### config.mk
export PLATFORM = sky130hd
export DESIGN_NAME = queue_drain
export DESIGN_NICKNAME = d
export VERILOG_FILES = /design/src/rtl/queue_drain.sv
export SDC_FILE = /design/constraint.sdc
export NUM_CORES = 1
export LEC_CHECK = 0
export BUFFER_PORTS_ARGS = -buffer_cell sky130_fd_sc_hd__buf_4
export CORE_MARGIN = 3
export CORE_UTILIZATION = 52
export CTS_CLUSTER_SIZE = 20
export DETAILED_ROUTE_END_ITERATION = 10
export PLACE_DENSITY = 0.78
export SETUP_SLACK_MARGIN = 0.4
export SYNTH_ARGS = -nofsm -noshare
export SYNTH_HDL_FRONTEND = slang
export SYNTH_SLANG_ARGS = --single-unit
export TNS_END_PERCENT = 1
### constraint.sdc
create_clock -name clk -period 2.25 [get_ports clk]
set_input_delay 0.1125 -clock clk [delete_from_list [all_inputs] [get_ports clk]]
set_output_delay 0.1125 -clock clk [all_outputs]
set_load 0.005 [all_outputs]
### src/rtl/queue_drain.sv
// Read-side drain engine for a pipeline FIFO: pops into a 2-entry skid buffer,
// streams it out on valid/ready, and can flush the queue to empty.
module queue_drain #(
  parameter int WIDTH = 8,
  parameter int CNTW  = 16
) (
  input  logic             clk,
  input  logic             rst,
  input  logic [WIDTH-1:0] q_data,
  input  logic             q_oready,
  input  logic             q_empty,
  output logic             q_re,
  output logic [WIDTH-1:0] out_data,
  output logic             out_valid,
  input  logic             out_ready,
  input  logic             flush,
  output logic             flush_done,
  output logic             busy,
  output logic [CNTW-1:0]  pop_count
);

  localparam logic [0:0] ST_RUN   = 1'b0;
  localparam logic [0:0] ST_FLUSH = 1'b1;

  logic [0:0]       state_q, state_d;
  logic [1:0]       cnt_q, cnt_d;
  logic [WIDTH-1:0] buf0_q, buf0_d;
  logic [WIDTH-1:0] buf1_q, buf1_d;
  logic             flush_prev_q, flush_prev_d;
  logic             flush_done_q, flush_done_d;
  logic [CNTW-1:0]  pop_count_q, pop_count_d;
  logic             hs;

  assign q_re = !rst && ((state_q == ST_FLUSH) ? q_oready
                                               : (q_oready && (cnt_q != 2'd2)));
  assign hs         = (state_q == ST_RUN) && (cnt_q != 2'd0) && out_ready;
  assign out_valid  = (cnt_q != 2'd0);
  assign out_data   = buf0_q;
  assign flush_done = flush_done_q;
  assign busy       = (state_q == ST_FLUSH) || (cnt_q != 2'd0);
  assign pop_count  = pop_count_q;

  always_comb begin
    state_d      = state_q;
    cnt_d        = cnt_q;
    buf0_d       = buf0_q;
    buf1_d       = buf1_q;
    flush_prev_d = flush;
    flush_done_d = 1'b0;
    pop_count_d  = pop_count_q + {{(CNTW-1){1'b0}}, q_re};
    case (state_q)
      ST_RUN: begin
        // Only a fresh assertion starts a flush, so a level held across
        // completion does not immediately start another one.
        if (flush && !flush_prev_q) begin
          state_d = ST_FLUSH;
          cnt_d   = 2'd0;
        end else if (q_re && hs) begin
          buf0_d = q_data;
        end else if (hs) begin
          buf0_d = buf1_q;
          cnt_d  = cnt_q - 2'd1;
        end else if (q_re) begin
          if (cnt_q == 2'd0) buf0_d = q_data;
          else               buf1_d = q_data;
          cnt_d = cnt_q + 2'd1;
        end
      end
      default: begin
        cnt_d = 2'd0;
        if (q_empty && !q_oready) begin
          state_d      = ST_RUN;
          flush_done_d = 1'b1;
        end
      end
    endcase
  end

  always_ff @(posedge clk or posedge rst) begin
    if (rst) begin
      state_q      <= ST_RUN;
      cnt_q        <= 2'd0;
      buf0_q       <= '0;
      buf1_q       <= '0;
      flush_prev_q <= 1'b0;
      flush_done_q <= 1'b0;
      pop_count_q  <= '0;
    end else begin
      state_q      <= state_d;
      cnt_q        <= cnt_d;
      buf0_q       <= buf0_d;
      buf1_q       <= buf1_d;
      flush_prev_q <= flush_prev_d;
      flush_done_q <= flush_done_d;
      pop_count_q  <= pop_count_d;
    end
  end

endmodule

==> results of run 1 <==
## power by group through the flow
stage,Clock (W),Combinational (W),Sequential [W]
finish,0.000476,0.000506,0.000950
global route,0.000526,0.000556,0.000971
CTS,0.000492,0.000492,0.000945
detailed placement,0,0.000487,0.000956
global placement,0,0.000466,0.000947
floorplan,0,0.000227,0.000938
## layout by cell type (no fill, tap or decap), drive strengths merged, types with 2 or more instances in the layout
cell type    count
mux2             8
nand4            2
xor2             5
nand2            9
nand3b           2
dfrtp           37
nor2             6
dlygate4sd3      7
inv              3
nor3             4
buf             46
xnor2            9
ha               3
nand3            7
a31oi            8
mux2i            9
clkbuf           7
nand2b           3
a21oi           11
and3             3
## cells in the mapped netlist, drive strengths merged, types with 2 or more instances
cell / n
a21oi: 11
nand3b: 2
nand4: 2
nand2: 9
mux2i: 9
nor3: 4
nor2: 6
nand2b: 3
a31oi: 8
xor2: 5
inv: 3
dfrtp: 37
buf: 3
and3: 3
nand3: 7
mux2: 8
xnor2: 9
ha: 3
## worst paths after layout
path                                         startpoint                      end  slack, ns  cells after the start
worst min register to register  pop_count[15]$_DFF_PP0_  pop_count[15]$_DFF_PP0_       0.49                      1
min in group asynchronous                           rst     flush_done$_DFF_PP0_       0.21                      3
worst min-delay path                          q_data[0]    buf1_q[0]$_DFFE_PP0P_       0.02                      2
max in group asynchronous                           rst     cnt_q[0]$_DFFE_PP0P_       1.38                      4
worst max-delay path               cnt_q[1]$_DFFE_PP0P_  pop_count[11]$_DFF_PP0_       0.48                      7
worst max register to register     cnt_q[1]$_DFFE_PP0P_  pop_count[11]$_DFF_PP0_       0.48                      7
## sequential cells by signal, indices dropped and copies added, names as in the netlist
name and cells:
pop_count 16, buf1_q 8, state_q 1, cnt_q 2, flush_prev_q 1, out_data 8
flush_done 1
## layer usage
layer / share of wire [%] / track usage, %
met2: 54 / 34.5
met4: 2.0 / 7.01
met5: 0 / 0
met1: 40 / 20.3
met3: 4.1 / 7.03
## critical path: stages, from the launching register on
cell      delay (ns)
dfrtp_2         0.45
nand2b_1        0.10
o21a_2          0.22
ha_4            0.16
nand3_2         0.13
nor4_4          0.32
and3_1          0.20
xor2_1          0.14
## through the flow
step / power (W) / setup slack (ns) / area, µm²
6_report: 0.00193 / 0.478 / 2300
5_1_grt: 0.00205 / 0.366 / 2300
4_1_cts: 0.00193 / 0.377 / 2210
3_5_place_dp: 0.00144 / 0.250 / 2090
3_3_place_gp: 0.00141 / 0.369 / 2090
2_1_floorplan: 0.00116 / 0.478 / 1740
## cell families after synthesis
family / count (synthesis) / share of synthesized area, %
DFF: 37 / 53.1
AOI/OAI and AO/OA: 23 / 8.76
adders and majority gates: 3 / 2.15
buffers and inverters: 6 / 2.58
muxes: 17 / 11.1
xor gates and xnor gates: 14 / 7.04
and+or+nand+nor: 43 / 15.3
## what timing repair did
item	in CTS	in global routing
setup buffers	0	3
resized for setup	3	6
hold buffers	3	4
endpoints found under the setup margin	5	7
endpoints found under the hold margin	4	4
cloned	0	0
pin swaps	1	2
## layout make-up
cell class	instances	area [µm²]	share of cell area, %
clock buffers	7	55.1	2.39
repair buffers	53	415	18.0
well taps	44	55.1	2.39
inverters	3	11.3	0.489
flip-flops and latches	37	930	40.4
multi-input cells	100	806	35.0
clock inverters	1	30.0	1.30
==> impl_summary.txt, run 1 <==
----------------------------------------------------
[Synthesis]
  Count of flip-flops with a built-in enable after synthesis ... 0
  Synthesized flop and latch total ... 37
  Synthesis Warnings ... 0
  Syn nets ... 160
  Post-synth top flop ... dfrtp_1
  Share of flip-flops with an asynchronous set or reset ... 100%
  Cell taking the most area after synthesis ... dfrtp_1
  Mean post-synth cell area ... 12.2 µm²
  Number of distinct standard cells referenced by the synthesized netlist ... 37
  Top cell type's share of synthesized area ... 53.1%
  Sequential cell area fraction in the yosys report ... 53.1%
  Total standard cell area after synthesis ... 1740 µm²
  Synth top area cells ... dfrtp_1 (53%), mux2i_1 (4.6%), mux2_2 (4.5%)
  Instance count of the mapped netlist ... 143

[Placed design]
  Half-perimeter wire length after placement ... 2.71 mm
  Placer Congestion ... 0.894
  Placed cell count ... 227
  Count of input and output buffers ... 41

[CTS]
  CTS clk-pin slew, worst paths ... 0.11 ns
  CTS tree ... yes
  Root cell of the clock tree ... clkbuf_4
  Max Root-Sink Buffers ... 2
  Clock latency on the worst-skew pair ... 0.34 ns
  CTS sink cnt ... 37
  H-tree lvl count ... 2
  Cts bufs inserted ... 5

[Floorplan]
  Die height ... 63.9 µm
  Number of placement rows ... 20
  IO Count ... 42
  Core outline area ... 3130 µm²
  Starting density of the core ... 55.7%
  Die area ... 4080 µm²
  Width of the chip ... 63.9 µm

[STA]
  Setup TNS ... 0 ns
  Relative slew margins ... 63.3%
  Minimum clock period ... 1.77 ns
  Number of hold-slack violations in the final timing report ... 0
  Setup repair after global routing missed its margin ... yes
  Share of the clock period used by the worst path ... 78.8%
  Hold slack ... 0.0154 ns
  Final-report max-slew violation count ... 0
  Final setup violation count ... 0
  Worst clock skew ... 0.00932 ns
  Maximum clock frequency ... 564 MHz
  Pin slew with the least headroom to its limit ... 0.539 ns

[Critical path]
  Data arrival time of the worst path ... 2.04 ns
  Worst Path Max Fanout ... 5
  Startpoint class of the critical path ... flop
  Nature of the critical path endpoint ... flop
  Critical path class ... flop to flop
  Required @ worst endpoint ... 2.52 ns

[Global routing]
  Pin count of the biggest net entering global routing ... 36
  Initial antenna violation count ... 0
  First-pass GRT wire length ... 6.07 mm
  Leftover overflow at the end of global routing ... 0
  GRT Util Overall ... 19.2%
  Vias in the first global route ... 1373

[Power and ir drop]
  Internal power consumption ... 0.00136 W
  Maximum ir drop on the vdd rail ... 0.510 mV
  Net switching power ... 0.000569 W
  Relative contribution of the clock network to total power ... 24.6%
  Sequential share of power ... 49.2%
  Switching power as a share of total power ... 29.5%
  Combinational group share of total power ... 26.2%
  Areal power density over the cells ... 839 nW/µm²
  Leakage Power ... 1.15 nW

[Cells and area]
  Antenna diode count ... 0
  Layout cell share with drive strength beyond 1 ... 39.3%
  Area growth from synthesis to layout ... 32.1%
  Core utilization of the finished layout ... 73.6%
  Net total in the final layout ... 217
  Fin cells ... 245
  Filler cell count ... 225

[Routing]
  Wire length reported by the detailed router ... 3.71 mm
  DR pass1 iterations ... 4
  Drt drc ... 0
  Avg Vias per Cell ... 5.40
  Final antenna-violating net count ... 0
  Detailed Route Iter0 Violations ... 102
  Routed wirelength normalized by instance count ... 15.1 µm
  Total number of vias ... 1323

[Worst hold path]
  Worst min-delay path class ... input port to flop

[Run]
  Max_cap viols ... 0

[Outcome]
  Result of the run ... finished, final reports clean

----------------------------------------------------
Power figures use the tool's default switching activity.
==> run 2: changes to the inputs <==
ABC_AREA = 1   (was not set)
CORE_UTILIZATION = 48   (was 52)
PLACE_DENSITY = 0.75   (was 0.78)
clock period = 1.6 ns   (was 2.25 ns; I/O delays follow)
==> impl_summary.txt, run 2 <==
----------------------------------------------------
[Routing]
  Total number of vias ... 1553 (+17%)
  DR pass1 iterations ... 4 (unchanged)
  Detailed Route Iter0 Violations ... 141 (+38%)
  Wire length reported by the detailed router ... 3.97 mm (+7.2%)
  Final antenna-violating net count ... 0 (unchanged)
  Drt drc ... 0 (unchanged)
  Avg Vias per Cell ... 4.87 (-9.8%)
  Routed wirelength normalized by instance count ... 12.5 µm (-18%)

[Critical path]
  Startpoint class of the critical path ... flop
  CP startpoint ... cnt_q[0]$_DFFE_PP0P_
  Startpoint of the most critical register-to-register path ... cnt_q[0]$_DFFE_PP0P_
  Register-to-register path setup slack ... 0.04 ns (-0.43 ns)
  Cell type group with the largest total delay on the critical path ... simple AND/OR/NAND/NOR gates
  Critical path class ... flop to flop
  Critical path, cell by cell ... inv_2 > nand3_4 > nand2_4 > inv_4 > ha_4 > ha_4 > nand2_4 > nor3b_2 > nand3_1 > nand2_1 > nand2_1
  Worst Path Max Fanout ... 3 (-2)
  Biggest cell delay along the critical path ... 0.36 ns (-0.09 ns)
  Buffers & Inverters on Critical Path ... 2 (+2)
  Required @ worst endpoint ... 1.79 ns (-0.73 ns)
  Worst path slowest cell ... dfrtp_1
  Nature of the critical path endpoint ... flop
  Data arrival time of the worst path ... 1.74 ns (-0.30 ns)

[CTS]
  Root cell of the clock tree ... clkbuf_8
  Clock latency on the worst-skew pair ... 0.29 ns (-0.05 ns)
  CTS tree ... yes
  CTS sink cnt ... 37 (unchanged)
  H-tree lvl count ... 2 (unchanged)
  CTS clk-pin slew, worst paths ... 0.07 ns (-0.04 ns)
  Cts bufs inserted ... 5 (unchanged)
  Max Root-Sink Buffers ... 2 (unchanged)

[Power and ir drop]
  Net switching power ... 0.00107 W (+89%)
  Internal power consumption ... 0.00215 W (+58%)
  Sequential share of power ... 43.9% (-5.3 points)
  Maximum ir drop on the vdd rail ... 0.681 mV (+34%)
  Combinational group share of total power ... 33.7% (+7.5 points)
  Relative contribution of the clock network to total power ... 22.4% (-2.2 points)
  Switching power as a share of total power ... 33.3% (+3.8 points)
  Areal power density over the cells ... 1280 nW/µm² (+52%)
  Leakage Power ... 1.30 nW (+13%)

[Synthesis]
  Instance count of the mapped netlist ... 209 (+46%)
  Total standard cell area after synthesis ... 1870 µm² (+7.3%)
  Synth Area in Compound Gates ... 4.55% (-4.2 points)
  Synth top area cells ... dfrtp_1 (50%), nand2_1 (12%), inv_1 (4.0%)
  XOR/XNOR Fraction of Synth Area ... 5.15% (-1.9 points)
  Syn nets ... 226 (+41%)
  Count of flip-flops with a built-in enable after synthesis ... 0 (unchanged)
  Number of distinct standard cells referenced by the synthesized netlist ... 22 (-41%)
  Post-synth top flop ... dfrtp_1
  Combinational family with the most area after synthesis ... simple AND/OR/NAND/NOR gates
  Top cell type's share of synthesized area ... 49.5% (-3.6 points)
  Basic-gate share of the synthesized area counting and, or, nand and nor cells ... 32.5% (+17 points)
  Most common cell in the netlist ... nand2_1
  Synthesis Warnings ... 0 (unchanged)
  Synthesized flop and latch total ... 37 (unchanged)
  Share of synthesized area spent on multiplexers ... 0% (-11 points)
  Sequential cell area fraction in the yosys report ... 49.5% (-3.6 points)
  Most frequent cells after synthesis ... nand2_1 (58), dfrtp_1 (37), inv_1 (20)
  Share of flip-flops with an asynchronous set or reset ... 100% (unchanged)
  Mean post-synth cell area ... 8.94 µm² (-27%)
  Share of synthesized cell area in full adder, half adder and majority cells ... 2.01% (-0.15 points)
  Cell taking the most area after synthesis ... dfrtp_1

[STA]
  Worst clock skew ... 0.00404 ns (-0.00528 ns)
  Relative slew margins ... 63.5% (+0.15 points)
  Minimum clock period ... 1.56 ns (-0.216 ns)
  Pin slew with the least headroom to its limit ... 0.547 ns (+0.00873 ns)
  Setup TNS ... 0 ns (unchanged)
  Number of hold-slack violations in the final timing report ... 0 (unchanged)
  Share of the clock period used by the worst path ... 97.3% (+19 points)
  Hold slack ... 0.0337 ns (+0.0183 ns)
  Final setup violation count ... 0 (unchanged)
  Worst Setup Slack, final ... 0.0436 ns (-0.434 ns)
  Setup repair after global routing missed its margin ... yes
  Final-report max-slew violation count ... 0 (unchanged)
  Maximum clock frequency ... 642 MHz (+14%)

[Cells and area]
  Most common cell after layout, fill and taps aside ... nand2_1
  Most frequent cells in the layout ... nand2_1 (54), buf_4 (52), dfrtp_1 (37)
  Filler cell count ... 301 (+34%)
  Fin cells ... 319 (+30%)
  Layout cell share with drive strength beyond 1 ... 36.2% (-3.1 points)
  Max FFs per register ... 16 (unchanged)
  Net total in the final layout ... 287 (+32%)
  Antenna diode count ... 0 (unchanged)
  Area growth from synthesis to layout ... 35.3%

[Worst hold path]
  Startpoint of the worst hold path ... q_empty
  Worst min-delay path class ... input port to flop

[Placed design]
  Half-perimeter wire length after placement ... 2.91 mm (+7.7%)
  Count of input and output buffers ... 41 (unchanged)
  Placed cell count ... 305 (+34%)
  DP Worst Slack ... -0.00972 ns (-0.260 ns)
  Placer Congestion ... 0.785 (-12%)

[Outcome]
  Result of the run ... finished, final reports clean

[Global routing]
  Pin count of the biggest net entering global routing ... 25 (-31%)
  First-pass GRT wire length ... 6.88 mm (+13%)
  Initial antenna violation count ... 0 (unchanged)
  GRT Util Overall ... 19.8% (+0.61 points)
  Vias in the first global route ... 1524 (+11%)
  Leftover overflow at the end of global routing ... 0 (unchanged)

[Floorplan]
  Die area ... 4680 µm² (+15%)
  Number of placement rows ... 22 (+10%)
  Starting density of the core ... 50.3% (-5.4 points)
  IO Count ... 42 (unchanged)
  Die height ... 68.4 µm (+7.1%)
  Width of the chip ... 68.4 µm (+7.1%)
  Core outline area ... 3720 µm² (+19%)

[Run]
  Max_cap viols ... 0 (unchanged)

----------------------------------------------------
run 2: changes by cell type after synthesis, moves of 4 or more:
cell	delta
inv_1	+17
nand2_2	+4
nand3b_1	+8
o21ai_2	+8
xnor2_1	-6
nand2_1	+49
nor2_1	+12
nand2_4	+4
nand3_1	+9
mux2_2	-7
a31oi_1	-8
mux2i_1	-8
a21oi_1	-8
run 2: power by group through the flow:
stage	combinational (W)	sequential [W]	clock [W]
final	0.00109	0.00142	0.000724
after floorplan	0.000564	0.00142	0
after global routing	0.00122	0.00146	0.000781
after CTS	0.00108	0.00142	0.000740
after detailed placement	0.00105	0.00143	0
after global placement	0.00103	0.00142	0
run 2: area by class of cell:
class	count	area [µm²]	area share, %
tap	48	60.1	2.37
clock inverter	1	5.00	0.198
timing repair buffer	56	440	17.4
sequential	37	926	36.6
clock buffer	7	96.3	3.81
multi-input combinational	146	905	35.8
inverter	24	97.6	3.86
run 2: worst paths after layout:
path                                            to  depth (start not counted)
max reg2reg                pop_count[14]$_DFF_PP0_                         11
min in group asynchronous   pop_count[0]$_DFF_PP0_                          3
min                           flush_done$_DFF_PP0_                          3
max in group asynchronous     cnt_q[1]$_DFFE_PP0P_                          4
max                        pop_count[14]$_DFF_PP0_                         11
min reg2reg                  buf1_q[7]$_DFFE_PP0P_                          2
run 2: logic make-up (layout without fill, tap and decap cells):
group,count (synthesis),after routing
simple gates,121,121
flops,37,37
buf+inv,26,88
compound gates,11,11
xor+xnor,11,11
fa+ha+maj,3,3
run 2: worst min-delay path, delay by kind of cell:
kind,cells,cell delay [ns]
buf+inv,1,0.11
simple gates,2,0.10
run 2: metal layers:
| metal | track usage [%] | vias to the layer above | routed length (µm) |
|---|---|---|---|
| met5 | 0 | - | 0 |
| met4 | 5.46 | 0 | 12 |
| met3 | 5.58 | 2 | 227 |
| met2 | 34.0 | 44 | 2010 |
| met1 | 24.0 | 723 | 1720 |
| li1 | - | 784 | - |
run 2: what timing repair did:
action | 4_1_cts | 5_1_grt
hold buffers | 3 | 0
pin swaps | 4 | 3
endpoints found under the hold margin | 15 | 0
setup endpoints to repair | 35 | 35
gates cloned | 0 | 0
setup buffers | 3 | 0
resized for setup | 2 | 9
run 2: through the flow:
stage,cell area (µm²),utilization [%],power [W]
2_1_floorplan,1910,-,0.00198
3_3_place_gp,2340,63.0,0.00246
3_5_place_dp,2340,63.0,0.00248
4_1_cts,2500,67.3,0.00323
5_1_grt,2530,68.1,0.00346
6_report,2530,68.1,0.00323
